===== src/rtl/module_display_mux.sv =====
// Scanned 7-segment display multiplexer: shadows a packed hex word and drives one digit per tick.
// Optional leading-zero blanking is enabled by defining LEADING_ZERO_BLANK_EN.
module module_display_mux #(
  parameter int N_DIGITS = 4
) (
  input  logic                  clk_10Mhz_i,
  input  logic                  reset_i,
  input  logic                  tick_i,
  input  logic                  load_i,
  input  logic [4*N_DIGITS-1:0] data_i,
  output logic [N_DIGITS-1:0]   an_o,
  output logic [6:0]            seg_o,
  output logic [2:0]            digit_o
);

  localparam logic [2:0] LAST_IDX = 3'(N_DIGITS - 1);
  localparam logic [6:0] SEG_OFF  = 7'h7F;

  logic [4*N_DIGITS-1:0] shadow;
  logic [2:0]            next_idx;
  logic [3:0]            nibble;
  logic                  blank;
  logic [N_DIGITS-1:0]   an_next;

  function automatic logic [6:0] seg_decode(input logic [3:0] n);
    case (n)
      4'h0: seg_decode = 7'h40;
      4'h1: seg_decode = 7'h79;
      4'h2: seg_decode = 7'h24;
      4'h3: seg_decode = 7'h30;
      4'h4: seg_decode = 7'h19;
      4'h5: seg_decode = 7'h12;
      4'h6: seg_decode = 7'h02;
      4'h7: seg_decode = 7'h78;
      4'h8: seg_decode = 7'h00;
      4'h9: seg_decode = 7'h10;
      4'hA: seg_decode = 7'h08;
      4'hB: seg_decode = 7'h03;
      4'hC: seg_decode = 7'h46;
      4'hD: seg_decode = 7'h21;
      4'hE: seg_decode = 7'h06;
      default: seg_decode = 7'h0E;
    endcase
  endfunction

  // digit_o doubles as the scan index; the next digit is decoded ahead so outputs land one cycle after the tick.
  always_comb begin
    // NOTE: every variable gets a default first so no path leaves it unassigned (no latch).
    next_idx = (digit_o == LAST_IDX) ? 3'd0 : digit_o + 3'd1;
    nibble   = '0;
    for (int k = 0; k < N_DIGITS; k++) begin
      if (next_idx == 3'(k)) nibble = shadow[4*k +: 4];
    end
  end

`ifdef LEADING_ZERO_BLANK_EN
  logic [N_DIGITS-1:0] zero_from;

  // zero_from[k] is set when nibble k and every higher nibble are zero.
  always_comb begin
    logic run;
    run       = 1'b1;
    zero_from = '0;
    blank     = 1'b0;
    for (int k = N_DIGITS - 1; k >= 0; k--) begin
      run          = run & (shadow[4*k +: 4] == 4'h0);
      zero_from[k] = run;
    end
    for (int k = 1; k < N_DIGITS; k++) begin
      if (next_idx == 3'(k)) blank = zero_from[k];
    end
  end
`else
  assign blank = 1'b0;
`endif

  always_comb begin
    an_next = '1;
    for (int k = 0; k < N_DIGITS; k++) begin
      an_next[k] = blank | (next_idx != 3'(k));
    end
  end

  always_ff @(posedge clk_10Mhz_i) begin
    if (reset_i) begin
      shadow  <= '0;
      digit_o <= '0;
      an_o    <= '1;
      seg_o   <= SEG_OFF;
    end else begin
      // NOTE: non-blocking updates mean a coincident tick decodes the shadow as it was before this edge's load.
      if (tick_i) begin
        digit_o <= next_idx;
        an_o    <= an_next;
        seg_o   <= blank ? SEG_OFF : seg_decode(nibble);
      end
      if (load_i) shadow <= data_i;
    end
  end

endmodule


===== config.mk =====
export PLATFORM = sky130hd
export DESIGN_NAME = module_display_mux
export DESIGN_NICKNAME = d
export VERILOG_FILES = /design/src/rtl/module_display_mux.sv
export SDC_FILE = /design/constraint.sdc
export NUM_CORES = 1
export LEC_CHECK = 0
export BUFFER_PORTS_ARGS = -buffer_cell sky130_fd_sc_hd__buf_2
export CORE_AREA = 2 2 46 70
export DETAILED_ROUTE_END_ITERATION = 6
export DIE_AREA = 0 0 48 72
export PLACE_DENSITY = 0.79
export SYNTH_ARGS = -nofsm -noshare
export SYNTH_HDL_FRONTEND = slang
export SYNTH_SLANG_ARGS = --single-unit

===== constraint.sdc =====
create_clock -name clk_10Mhz_i -period 4.75 [get_ports clk_10Mhz_i]
set_input_delay 0.2375 -clock clk_10Mhz_i [delete_from_list [all_inputs] [get_ports clk_10Mhz_i]]
set_output_delay 0.2375 -clock clk_10Mhz_i [all_outputs]
set_load 0.05 [all_outputs]

==> results.yml, run 1 <==
timing:
  setup_ws_ns: 1.18
  period_minus_slack_ns: 3.57
  clock.fmax_mhz: 280
  finalCritPeriodShare_pct: 75.1
  setup_viol: 0
  tightest_slew_ns: 0.896
  rsz0062_at_grt: "false"
  setup_tns_ns: 0
  fin_skew_ns: 0.00351
  slew_headroom_pct: 40.3
  finalHoldViolations: 0
  slew_viol_final: 0
run:
  cap_violations: 0
layout:
  antenna_cells: 0
  fillerInstances: 249
  drive_gt1_share_pct: 25.4
  area_growth_pct: 18.1
  fin_nets: 223
status:
  outcome: "complete, no violations"
floorplan:
  die-width_um: 48
  core_area_mm2: 0.00285
  die_area_mm2: 0.00346
  ios: 34
  die_h_um: 72
  start_util_pct: 52.7
  rows: 24
place:
  gp_congestion: 0.907
  post-place-ws_ns: 1.34
  port_buffers: 33
  place_hpwl_mm: 2.59
cts:
  cts_tree: "built"
  cts_hold_buf: 0
  cts-root-buf: "clkbuf_8"
  clock_latency_ns: 0.28
  clk_pin_slew_worst_paths_ns: 0.06
  cts_resized: 0
  post_cts.repair.setup_buffers: 0
  h-tree-depth: 2
  cts_buffers: 5
  numClockSinks: 30
  clock_path_buffers: 2
grt:
  antenna_found_initial: 0
  grt.overflow.total: 0
  grt_pass1_vias: 1318
  grt_pass1_wl_mm: 5.69
  grt_start_max_net_pins: 32
  grt_usage_pct: 22.4
critical_path:
  endpoint_kind: "flop"
  critPathLaunchType: "flop"
  critPathMaxFanout: 16
  r2r_cells: 8
  critical_path_class: "reg2reg"
  cp_data_arrival_time_ns: 3.74
  cp_data_required_time_ns: 4.92
pwr:
  power.density_mw_per_mm2: 377
  power_uw: 670
  ir_drop_uv: 258
  p_leak_uw: 0.000787
logic_synthesis:
  yosys.area.top_type: "dfxtp_1"
  yosysWarnings: 0
  syn_area_mm2: 0.00150
  async_reset_ff_share_pct: 0
  synth_area_leaders: "dfxtp_1, mux2i_1, nor2_1"
  synth_fp_nets: 192
  ys_seq_area_share_pct: 39.9
  synth_edf_count: 0
  synth_top_area_share_pct: 39.9
  avgSynthCellArea_um2: 9.11
  synth-seq-cells: 30
  synthCells: 165
  synth_flop_cell: "dfxtp_1"
  synth.distinct_cells: 41
min_path:
  min_delay_path_depth: 3
  hp-class: "in2reg"
drt:
  wl_per_cell_um: 15.1
  vias: 1344
  ant_nets: 0
  drcViolationCount: 0
  dr.pass1.iters: 4
  vias_per_cell: 5.69
  drtIter0Drc: 24
  wirelength_mm: 3.57
flip-flops by register name, summed over array words and instances, names as in the netlist:
name,count
an_o,4
digit_o,3
seg_o,7
shadow,16
through the flow:
step / cell area [um2] / util, % / std cells / hold slack (ns)
after floorplan: 1500 / - / 165 / 0.384
after global placement: 1680 / 59.0 / 228 / 0.445
after detailed placement: 1680 / 59.0 / 228 / 0.453
after CTS: 1780 / 62.2 / 236 / 0.206
after global routing: 1780 / 62.2 / 236 / 0.220
final: 1780 / 62.2 / 236 / 0.203
worst paths after layout:
check	slack, ns	end	from
max	1.18	seg_o[0]$_SDFFE_PP1P_	digit_o[0]$_SDFFE_PP0P_
max reg2reg	1.18	seg_o[0]$_SDFFE_PP1P_	digit_o[0]$_SDFFE_PP0P_
min	0.20	shadow[3]$_SDFFE_PP0P_	data_i[3]
min reg2reg	0.47	an_o[3]$_SDFFE_PP1P_	an_o[3]$_SDFFE_PP1P_
placed cells by master, fill, tap and decap left out, types with 2 or more instances in the layout:
cell type   n
mux2i_1    18
buf_4       2
nand2_1     7
a31oi_1     2
nor3_1      3
nand3_1     5
nor2b_1     3
a21oi_1     8
o31ai_1     4
mux2_2      5
clkbuf_8    6
or3_1       2
nor2_1     26
a211o_1     2
buf_2      33
dfxtp_1    30
inv_1       4
nor3b_1     2
o21ai_0     3
ha_1        7
a222oi_1    2
nand2b_1    2
cells in the mapped netlist (all sizes together), types with 3 or more instances:
cell    instances
nor3            3
a21oi           8
o21ai           3
nor2b           3
o31ai           4
buf             4
nand2           7
ha              7
mux2            5
clkbuf          7
inv             4
dfxtp          30
nand3           5
mux2i          18
nor2           26
kinds of logic (layout without fill, tap and decap cells):
logic type               Yosys count  in the layout  share of synthesized area, %
AND/OR/NAND/NOR                   57             57                          18.3
adder cells (fa/ha/maj)            8              8                          6.49
XOR/XNOR                           2              2                          1.16
flip-flops                        30             30                          39.9
multiplexers                      23             23                          15.7
AO/OA/AOI/OAI                     30             30                          14.1
buffers and inverters             15             47                          4.24
worst max-delay path: stages, from the launching register on:
cell and delay, ns:
dfxtp_1 0.66, ha_1 0.39, nor2b_1 0.35, o31ai_1 0.15, o31ai_1 0.59, inv_1 0.23
ha_1 0.27, or4b_2 0.63, a31o_1 0.19
report_power, final:
group | internal [uW] | total (uW) | leakage [uW] | switching, uW
Clock | 117 | 207 | 0.0000482 | 89.9
Sequential | 271 | 285 | 0.000248 | 13.2
Combinational | 64.3 | 178 | 0.000490 | 114
per-layer routing:
| metal | vias up | GRT usage (%) | part of all wire (%) |
|---|---|---|---|
| met5 | - | 0 | 0 |
| met4 | 0 | 9.31 | 1.8 |
| met3 | 9 | 3.98 | 3.6 |
| met2 | 34 | 39.9 | 55 |
| met1 | 650 | 24.3 | 40 |
| li1 | 651 | - | - |
layout make-up:
type / instances / area, um2 / share of cell area [%]
timing repair buffer: 35 / 180 / 10.1
tap: 39 / 48.8 / 2.75
clock buffer: 7 / 86.3 / 4.86
clock inverter: 1 / 5.00 / 0.282
multi-input combinational: 120 / 840 / 47.3
inverter: 4 / 15.0 / 0.846
sequential: 30 / 601 / 33.8
(Power assumes the default switching activity.)
==> run 2, diff against run 1 <==
- CORE_AREA: 2 2 46 70 -> 2 2 49 74
- DIE_AREA: 0 0 48 72 -> 0 0 51 76
- PLACE_DENSITY: 0.79 -> 0.74
- clock period: 4.75 -> 3.25 ns (I/O delays scaled with it)
==> run 2 against run 1 <==
Against the previous run: count of clock-buffer cells in the layout unchanged; die area rose by 12%; combinational power up 50%; wire length decreased by 7.9%.
==> results.yml, run 2 (synthesis results as in run 1) <==
layout:
  seq_area_um2: 601
  area_growth_pct: 19.8
  fillerInstances: 333
  antenna_cells: 0
  layout_common_cells: "buf_2, dfxtp_1, nor2_1, mux2i_1, a21oi_1"
  fin_nets: 226
  largest_reg_flops: 16
  drive_gt1_share_pct: 26.5
  final_common_cell: "buf_2"
  multi_input_area_um2: 840
  largestRegisters: "shadow (16), seg_o (7), an_o (4)"
  top_register: "shadow"
place:
  place_hpwl_mm: 2.42
  port_buffers: 33
  gp_congestion: 0.948
floorplan:
  ios: 34
  start_util_pct: 45.8
  die-width_um: 51
  die_h_um: 76
  die_area_mm2: 0.00388
  rows: 26
  core_area_mm2: 0.00329
cts:
  post_cts.repair.setup_buffers: 0
  cts_buffers: 5
  cts-root-buf: "clkbuf_8"
  clock_path_buffers: 2
  numClockSinks: 30
  h-tree-depth: 2
  clock_latency_ns: 0.28
  cts_resized: 0
  clk_pin_slew_worst_paths_ns: 0.06
  cts_hold_buf: 0
  cts_tree: "built"
timing:
  rsz0062_at_grt: "false"
  slew_headroom_pct: 30.5
  setup_viol: 0
  setup_tns_ns: 0
  clock.fmax_mhz: 329
  finalHoldViolations: 0
  fin_skew_ns: 0.00320
  slew_viol_final: 0
  period_minus_slack_ns: 3.04
  tightest_slew_ns: 1.04
  finalCritPeriodShare_pct: 93.4
critical_path:
  cp_data_required_time_ns: 3.42
  cpPeakStageDelay_ns: 0.62
  crit_family: "simple AND/OR/NAND/NOR gates"
  worstPathCellList: "ha_1 > xnor2_1 > nor3b_1 > a222oi_1 > ha_1 > or4b_2 > a31o_1"
  endpoint_kind: "flop"
  cp_slowest_cell: "or4b_2"
  critical_path_class: "reg2reg"
  crit_buf_inv: 0
  cp_data_arrival_time_ns: 3.21
  critPathMaxFanout: 7
  cpMostUsedCell: "ha_1"
  critPathLaunchType: "flop"
grt:
  grt.overflow.total: 0
  grt_pass1_vias: 1147
  grt_usage_pct: 17.9
  antenna_found_initial: 0
  grt_start_max_net_pins: 32
  grt_pass1_wl_mm: 5.26
pwr:
  power_uw: 983
  p_leak_uw: 0.000802
  power.density_mw_per_mm2: 545
  ir_drop_uv: 309
drt:
  drtIter0Drc: 36
  wl_per_cell_um: 13.6
  wirelength_mm: 3.29
  dr.pass1.iters: 4
  ant_nets: 0
  vias: 1301
  drcViolationCount: 0
  vias_per_cell: 5.38
run:
  cap_violations: 0
min_path:
  hp-class: "in2reg"
status:
  outcome: "complete, no violations"
==> run 2: changes by cell type in the layout (fill, tap and decap cells not counted) <==
cell	delta
buf_4	+3
==> run 2: metrics by stage <==
step	hold WS [ns]	utilization (%)	std cells	instance area (um2)	worst slack [ns]
after floorplan	0.309	-	165	1500	0.0910
after global placement	0.403	52.1	234	1710	0.215
after detailed placement	0.408	52.1	234	1710	0.203
after CTS	0.116	54.8	242	1800	0.184
after global routing	0.121	54.8	242	1800	0.0199
final	0.117	54.8	242	1800	0.214
==> run 2: path summary, 6_finish.rpt <==
path	from	endpoint	slack, ns	cells past startpoint
setup / recovery	digit_o[0]$_SDFFE_PP0P_	seg_o[0]$_SDFFE_PP1P_	0.21	7
hold / removal	data_i[6]	shadow[6]$_SDFFE_PP0P_	0.12	3
setup reg to reg	digit_o[0]$_SDFFE_PP0P_	seg_o[0]$_SDFFE_PP1P_	0.21	7
hold reg to reg	an_o[3]$_SDFFE_PP1P_	an_o[3]$_SDFFE_PP1P_	0.47	1
==> run 2: where the power goes <==
group / switching, uW / leakage (uW) / total, uW / internal, uW
clock network: 134 / 0.0000482 / 304 / 170
registers: 14.2 / 0.000248 / 411 / 397
logic: 168 / 0.000506 / 267 / 99.3
total: 316 / 0.000802 / 983 / 666
==> run 2: worst min-delay path: cells and delay by family <==
| family | cells | cell delay (ns) |
|---|---|---|
| buffers and inverters | 1 | 0.07 |
| and+or+nand+nor | 1 | 0.07 |
| muxes | 1 | 0.06 |
==> run 2: cell type report <==
cell class / count / area share (%)
multi-input combinational: 120 / 46.6
tap: 42 / 2.92
clock buffer: 7 / 4.79
inverter: 4 / 0.833
sequential: 30 / 33.3
timing repair buffer: 38 / 11.2
clock inverter: 1 / 0.278
==> run 2: layer usage <==
layer	vias up	part of all wire (%)	global-route usage, %
met1	603	43	21.4
met5	-	0	0
li1	657	-	-
met2	32	50	28.4
met3	9	3.9	4.71
met4	0	2.6	9.46
==> run 3, diff against run 2 <==
- CORE_AREA: 2 2 49 74 -> 2 2 51 76
- DIE_AREA: 0 0 51 76 -> 0 0 53 78
- PLACE_DENSITY: 0.74 -> 0.7
==> run 3 against run 2 <==
Against the previous run: register-to-register slack better by 0.08 ns; power up 3.8%; highest routed layer unchanged; combinational power is essentially flat; final cell count grew 0.41%; flip-flop and latch count unchanged; setup slack gained 0.084 ns; via count rose by 0.69%; utilization decreased by 1.3 points; maximum frequency rose by 2.9%.
==> results.yml, run 3 (synthesis results as in run 1) <==
pwr:
  p_leak_uw: 0.000815
  ir_drop_uv: 271
  power.density_mw_per_mm2: 558
cts:
  cts_buffers: 5
  cts_hold_buf: 0
  h-tree-depth: 2
  clk_pin_slew_worst_paths_ns: 0.06
  numClockSinks: 30
  clock_path_buffers: 2
  cts_tree: "built"
  cts-root-buf: "clkbuf_8"
  clock_latency_ns: 0.27
timing:
  slew_viol_final: 0
  setup_viol: 0
  finalCritPeriodShare_pct: 90.8
  tightest_slew_ns: 0.662
  slew_headroom_pct: 55.8
  period_minus_slack_ns: 2.95
  finalHoldViolations: 0
  setup_ws_ns: 0.299
  clock.fmax_mhz: 339
  fin_skew_ns: 0.00437
  setup_tns_ns: 0
  rsz0062_at_grt: "false"
drt:
  met2_length_mm: 1.83
  wl_met1_mm: 1.33
  wl_per_cell_um: 13.9
  wirelength_mm: 3.38
  vias_per_cell: 5.39
  ant_nets: 0
  dr.pass1.iters: 4
  vias: 1310
  met3_length_um: 124
  drtIter0Drc: 31
  drcViolationCount: 0
  top_layer_used: "met4"
critical_path:
  r2r_cells: 9
  cp_slowest_cell: "a222oi_1"
  cp_data_required_time_ns: 3.37
  cp_data_arrival_time_ns: 3.07
  critPathMaxFanout: 11
  cpPeakStageDelay_ns: 0.56
  critical_path_class: "reg2reg"
  cpMostUsedCell: "ha_1"
  critPathLaunchType: "flop"
  worstPathCellList: "ha_1 > nor2b_1 > maj3_1 > a222oi_1 > inv_1 > ha_1 > mux2_2 > nand3_1 > o311ai_0"
  endpoint_kind: "flop"
layout:
  fin_nets: 227
  drive_gt1_share_pct: 27.4
  largestRegisters: "shadow (16), seg_o (7), an_o (4)"
  largest_reg_flops: 16
  final_common_cell: "buf_2"
  area_growth_pct: 21.5
  layout_common_cells: "buf_2, dfxtp_1, nor2_1, mux2i_1"
  top_register: "shadow"
  antenna_cells: 0
min_path:
  min_delay_path_depth: 3
  hp-class: "in2reg"
grt:
  grt_usage_pct: 17.9
  grt_pass1_wl_mm: 5.56
  grt.overflow.total: 0
  antenna_found_initial: 0
  grt_pass1_vias: 1268
  grt_start_max_net_pins: 32
status:
  outcome: "complete, no violations"
floorplan:
  rows: 26
  ios: 34
  die_area_mm2: 0.00413
  die-width_um: 53
  die_h_um: 78
  start_util_pct: 44.0
  core_area_mm2: 0.00342
place:
  post-place-ws_ns: 0.206
  gp_congestion: 0.960
  port_buffers: 33
  place_hpwl_mm: 2.59
run:
  cap_violations: 0
run 3: final cells by class:
| type | instances | area (um2) |
|---|---|---|
| Tap cell | 42 | 52.6 |
| Timing Repair Buffer | 39 | 210 |
| Inverter | 4 | 15.0 |
| Clock buffer | 8 | 110 |
| Fill cell | 333 | 1590 |
| Multi-Input combinational cell | 120 | 840 |
| Sequential cell | 30 | 601 |
run 3: per-stage QoR:
step                      cells  util (%)  total power [uW]  hold WS (ns)  instance area, um2
final                       243      53.5              1020         0.123                1830
after detailed placement    233      49.9               687         0.411                1700
after floorplan             165         -               619         0.309                1500
after global placement      233      49.9               680         0.400                1700
after global routing        243      53.5              1080         0.129                1830
after CTS                   241      53.1              1030         0.122                1810
run 3: critical path, delay by kind of cell, from the launching register on:
kind	cells	cell delay, ns
fa+ha+maj	3	1.11
mux	1	0.26
buf+inv	1	0.19
flops	1	0.33
simple gates	2	0.21
compound gates	2	0.69
run 3: final timing paths:
check,from,end,slack [ns]
worst max-delay path,digit_o[1]$_SDFFE_PP0P_,seg_o[3]$_SDFFE_PP1P_,0.30
worst min-delay path,data_i[15],shadow[15]$_SDFFE_PP0P_,0.12
worst max register to register,digit_o[1]$_SDFFE_PP0P_,seg_o[3]$_SDFFE_PP1P_,0.30
worst min register to register,seg_o[4]$_SDFFE_PP1P_,seg_o[4]$_SDFFE_PP1P_,0.46
run 3: where the power goes:
part / switching (uW) / internal, uW / leakage [uW]
registers: 16.2 / 397 / 0.000248
clock network: 126 / 213 / 0.0000575
logic: 167 / 101 / 0.000509
total: 309 / 711 / 0.000815
run 3: timing repair:
action,in CTS,in global routing
endpoints found under the setup margin,0,3
setup buffers,0,2
gates resized for setup,0,0
run 3: layer usage:
metal  track usage [%]  vias up
met3              4.81       11
met1              18.9      616
met4              10.3        0
li1                  -      654
met5                 0        -
met2              30.6       29
